### src/rtl/stack_unit.sv
// stack_unit: PUSH/POP/CALL/RET sequencer with one memory transfer and one write-back cycle
module stack_unit (
  input  logic        clk,
  input  logic        n_rst,
  input  logic        start,
  input  logic [1:0]  op,
  input  logic [31:0] src_data,
  input  logic [31:0] ret_addr,
  input  logic [2:0]  dst_reg,
  input  logic [31:0] resp,
  output logic        mem_req,
  output logic        mem_we,
  output logic [31:0] mem_addr,
  output logic [31:0] mem_wdata,
  input  logic [31:0] mem_rdata,
  input  logic        mem_ack,
  output logic        busy,
  output logic        done,
  output logic        we,
  output logic [2:0]  wa,
  output logic [31:0] wd,
  output logic        wespen,
  output logic [31:0] wespd,
  output logic        pc_we,
  output logic [31:0] pc_wd
);
  typedef enum logic [1:0] {IDLE, REQ, WB} state_t;
  state_t state, nxt;
  logic [1:0]  op_l;
  logic [2:0]  dst_l;
  logic [31:0] sp_l, wdat_l, rd_l;
  logic        in_req, in_wb, wr, pop, esp_pop;
  logic [31:0] new_sp;
  // state register
  always_ff @(posedge clk or negedge n_rst)
    if (!n_rst) state <= IDLE;
    else state <= nxt;
  // operand capture at start, read data capture at ack
  always_ff @(posedge clk or negedge n_rst)
    if (!n_rst) begin
      op_l   <= '0;
      dst_l  <= '0;
      sp_l   <= '0;
      wdat_l <= '0;
      rd_l   <= '0;
    end else begin
      if (state == IDLE && start) begin
        op_l   <= op;
        dst_l  <= dst_reg;
        sp_l   <= resp;
        wdat_l <= op[1] ? ret_addr : src_data;
      end
      if (state == REQ && mem_ack) rd_l <= mem_rdata;
    end
  // next-state: single handshake then one write-back cycle
  always_comb
    nxt = state == IDLE ? (start ? REQ : IDLE) :
          state == REQ  ? (mem_ack ? WB : REQ) : IDLE;
  // outputs decoded from state and latched operands only
  always_comb begin
    in_req    = state == REQ;
    in_wb     = state == WB;
    wr        = ~op_l[0];
    pop       = op_l == 2'b01;
    esp_pop   = pop && dst_l == 3'b100;
    new_sp    = wr ? sp_l - 32'd4 : sp_l + 32'd4;
    mem_req   = in_req;
    mem_we    = in_req & wr;
    mem_addr  = in_req ? (wr ? sp_l - 32'd4 : sp_l) : '0;
    mem_wdata = (in_req & wr) ? wdat_l : '0;
    busy      = state != IDLE;
    done      = in_wb;
    wespen    = in_wb;
    wespd     = in_wb ? (esp_pop ? rd_l : new_sp) : '0;
    we        = in_wb & pop & ~esp_pop;
    wa        = we ? dst_l : '0;
    wd        = we ? rd_l : '0;
    pc_we     = in_wb & (op_l == 2'b11);
    pc_wd     = pc_we ? rd_l : '0;
  end
endmodule

### config.mk
export PLATFORM = sky130hd
export DESIGN_NAME = stack_unit
export DESIGN_NICKNAME = d
export VERILOG_FILES = /design/src/rtl/stack_unit.sv
export SDC_FILE = /design/constraint.sdc
export NUM_CORES = 1
export LEC_CHECK = 0
export ABC_AREA = 1
export BUFFER_PORTS_ARGS = -buffer_cell sky130_fd_sc_hd__buf_4
export CAP_MARGIN = 10
export CORE_ASPECT_RATIO = 1.4
export CORE_UTILIZATION = 50
export CTS_CLUSTER_DIAMETER = 100
export DETAILED_ROUTE_END_ITERATION = 6
export GPL_TIMING_DRIVEN = 0
export PLACE_DENSITY = 0.8
export SYNTH_ARGS = -nofsm -noshare
export SYNTH_HDL_FRONTEND = slang
export SYNTH_SLANG_ARGS = --single-unit
### constraint.sdc
create_clock -name clk -period 2.3 [get_ports clk]
set_input_delay 0.345 -clock clk [delete_from_list [all_inputs] [get_ports clk]]
set_output_delay 0.345 -clock clk [all_outputs]
set_load 0.02 [all_outputs]
==> impl_results.md <==
* Synth cell types at 32
* Setup ws final at -0.4856 ns
* Mean number of vias per cell at 6.225
* Top_reg_cell synth: dfrtp_1
* Cell area after layout at 13230 µm²
* Root buf cell: clkbuf_16
* Final Setup Violations at 146
* Area of the mapped netlist at 7629 µm²
* Global-route wire length before repair at 49600 µm
* #FFs+latches synth at 103
* Worst Path Max Fanout at 7
* TritonCTS Sinks at 103
* Worst min-delay path category: input pin to flop
* Initial antenna violation count at 0
* Pleak at 0.006353 µW
* Synth async-reset ratio at 100.0%
* H-Tree Level Count at 3
* Mapped Nets at 1366
* Global route total overflow at 0
* Slowest CP cell: dfrtp_1
* Post-synthesis sequential area ratio at 33.79%
* CTS tree: done
* Max Slew Vio Count at 0
* CORE AREA at 14990 µm²
* Setup Skew at 0.01291 ns
* Boundary pin count at 307
* Crit path kind: flop to output pin
* Critical path buffers and inverters at 4
* Post-synth EDFFs at 0
* Area after DPL at 10190 µm²
* PortBufs at 305
* R2R cell count at 5
* Num CTS Buffers at 9
* Die Ht at 148.2 µm
* CTS clock-pin slew for the worst setup and hold paths at 0.08 ns
* Max clock buf depth at 2
* Fin crit period at 2.786 ns
* Residual DRC count at 10
* DRT iter0 DRCs at 1601
* Status: finished with violations
* CP max stage delay at 0.41 ns
* Synth warn at 0
* DP Wirelength at 24230 µm
* Worst path top cell family by delay: simple AND/OR/NAND/NOR gates
* Max Cap Viol at 0
* Slew @ Worst Pin at 0.8047 ns
* # fillers at 766
* Initial Utilization at 50.90%
* Syn Inst Count at 1225
* Unrepaired setup endpoints after global routing: true
* Layout cells sized above 1 at 48.95%
* Final Hold Slack at 0.1715 ns
* Critical Path RT at 1.96 ns
* PwrDens at 1176 nW/µm²
* Most used cell, CP: nand2_1
* Via count at 11320
* Critical path depth at 13
* Area growth syn-to-layout at 73.41%
* Worst-skew pair later-pin latency at 0.38 ns
* N_diodes at 0
* Chip width at 106.4 µm
* Final Hold Viols at 0
* Largest net degree at the start of global routing at 62
* TritonRoute pass-1 iters at 7
* WL/cell at 23.55 µm
* Worst setup EP type: output pin
* Area of the die at 15760 µm²
* WL final at 42810 µm
* Syn Area/Cell at 6.227 µm²
* Ratio of final minimum period to clock period at 121.1%
* Vias in the first global route at 9498
* Final net count at 1762
* Setup TNS at -32.55 ns
* DRT antenna net count at 0
* Site Rows at 53
* RD Place Congestion at 0.9345
* Worst path arrival time at 2.44 ns
* Critical Path, Cell by Cell: buf_6, buf_4, nand3_4, inv_2, nand2_4, nor2_4, nand2_1, nand2_1, nand2_1, nand2_1, nand2_1, a21oi_2, buf_4
* CP Launch Type: flop
* Hold depth at 3
* Highest Clock Rate at 0.3590 GHz
* Slew Limit Headroom at 46.35%
* GRT Total Usage at 41.31%
* Fin util at 88.27%
* Failing checks: design-rule violations, negative setup slack
* VDD IR max at 0.8955 mV
==> per-layer routing <==
metal  share of wire, %  global-route usage, %  up-vias  wire length, µm
met5                  0                      0        -                0
met4                 11                  26.39        0             4772
met3                 12                  8.677      421             5181
met2                 46                  71.72     1073            19520
met1                 31                  45.50     5187            13340
li1                   -                      -     4636                -
==> worst register-to-register path, delay by kind of cell (launching register included) <==
kind | cells | cell delay, ns
AO/OA/AOI/OAI | 1 | 0.42
buffers and inverters | 2 | 0.91
AND/OR/NAND/NOR | 2 | 0.52
flip-flops | 1 | 0.47
==> path summary, 6_finish.rpt <==
| path | startpoint | end | slack (ns) |
|---|---|---|---|
| worst max-delay path | sp_l[4] | wespd[27] | -0.49 |
| worst min-delay path | resp[20] | sp_l[20] | 0.17 |
| worst max register to register | state[1] | dst_l[0] | -0.24 |
| worst min register to register | wdat_l[4] | wdat_l[4] | 0.55 |
| max in group asynchronous | n_rst | sp_l[11] | 0.96 |
| min in group asynchronous | n_rst | rd_l[0] | 0.54 |
==> where the power goes <==
group | switching (µW) | internal, µW
Combinational | 6770 | 3690
Clock | 845 | 859
Sequential | 785 | 2610
==> cell usage after synthesis, types with 8 or more instances <==
cell type  count  area [µm²]
clkbuf_1      35       131.4
nand2_1      318        1194
o21ai_1       13       65.06
o21ai_0      127       635.6
buf_4         10       75.07
dfrtp_1      103        2577
nor2_4        11       123.9
inv_1        139       521.8
o211ai_1      13       97.59
nor2_2        15       93.84
inv_2          8       30.03
nand3_1       37       185.2
buf_2         28       140.1
a21oi_1       46       230.2
nor2_1       239       897.1
nand2_2        8       50.05
a31oi_1       32       200.2
==> logic make-up after synthesis <==
logic type	Yosys count	synth area share (%)
compound gates	237	16.70
xor+xnor	6	0.6889
fa+ha+maj	4	0.6561
buf+inv	229	12.40
flops	103	33.79
simple gates	646	35.77
==> sequential cells by signal (all words and copies together) (netlist names) <==
signal,flops
rd_l,32
sp_l,32
wdat_l,32
dst_l,3
op_l,2
state,2
==> final cells by class <==
class | count | area (µm²) | area share, %
inverters | 149 | 601.8 | 4.549
flip-flops and latches | 103 | 2589 | 19.57
clock inverters | 7 | 76.32 | 0.5769
plain buffers | 77 | 634.4 | 4.795
repair buffers | 387 | 3322 | 25.11
clock buffers | 9 | 225.2 | 1.702
multi-input cells | 894 | 5540 | 41.88
well taps | 192 | 240.2 | 1.816
==> stage by stage <==
| stage | setup WS (ns) | power [µW] | instances |
|---|---|---|---|
| floorplan | 0.1207 | 7250 | 1225 |
| global placement | -0.1594 | 9731 | 1722 |
| detailed placement | -0.1563 | 9847 | 1723 |
| CTS | -0.1701 | 13090 | 1782 |
| global route | -0.5081 | 16010 | 1818 |
| finish | -0.4856 | 15550 | 1818 |
==> cell usage in the layout (no fill, tap or decap), types with 7 or more instances in the layout <==
cell type  instances
buf_4            295
nand2_1          251
nor2_1           127
inv_1            126
buf_6            105
dfrtp_1           94
nor2_4            92
o21ai_0           87
nand2_2           54
nor2_2            46
o21ai_1           34
a31oi_1           32
nand2_4           24
a21oi_2           22
clkbuf_1          19
nand3_2           19
nand3_1           18
o21ai_2           18
a21oi_1           17
buf_2             16
inv_2             13
o211ai_1          13
clkbuf_16         11
buf_8              9
dfrtp_2            9
clkbuf_8           8
a21oi_4            7
==> what timing repair did <==
action	in CTS	in global routing
endpoints found under the setup margin	160	149
hold buffers	1	0
pin swaps	54	75
resized for setup	309	344
cloned	1	8
hold endpoints to repair	1	0
setup buffers	43	30
(Power assumes the default switching activity.)
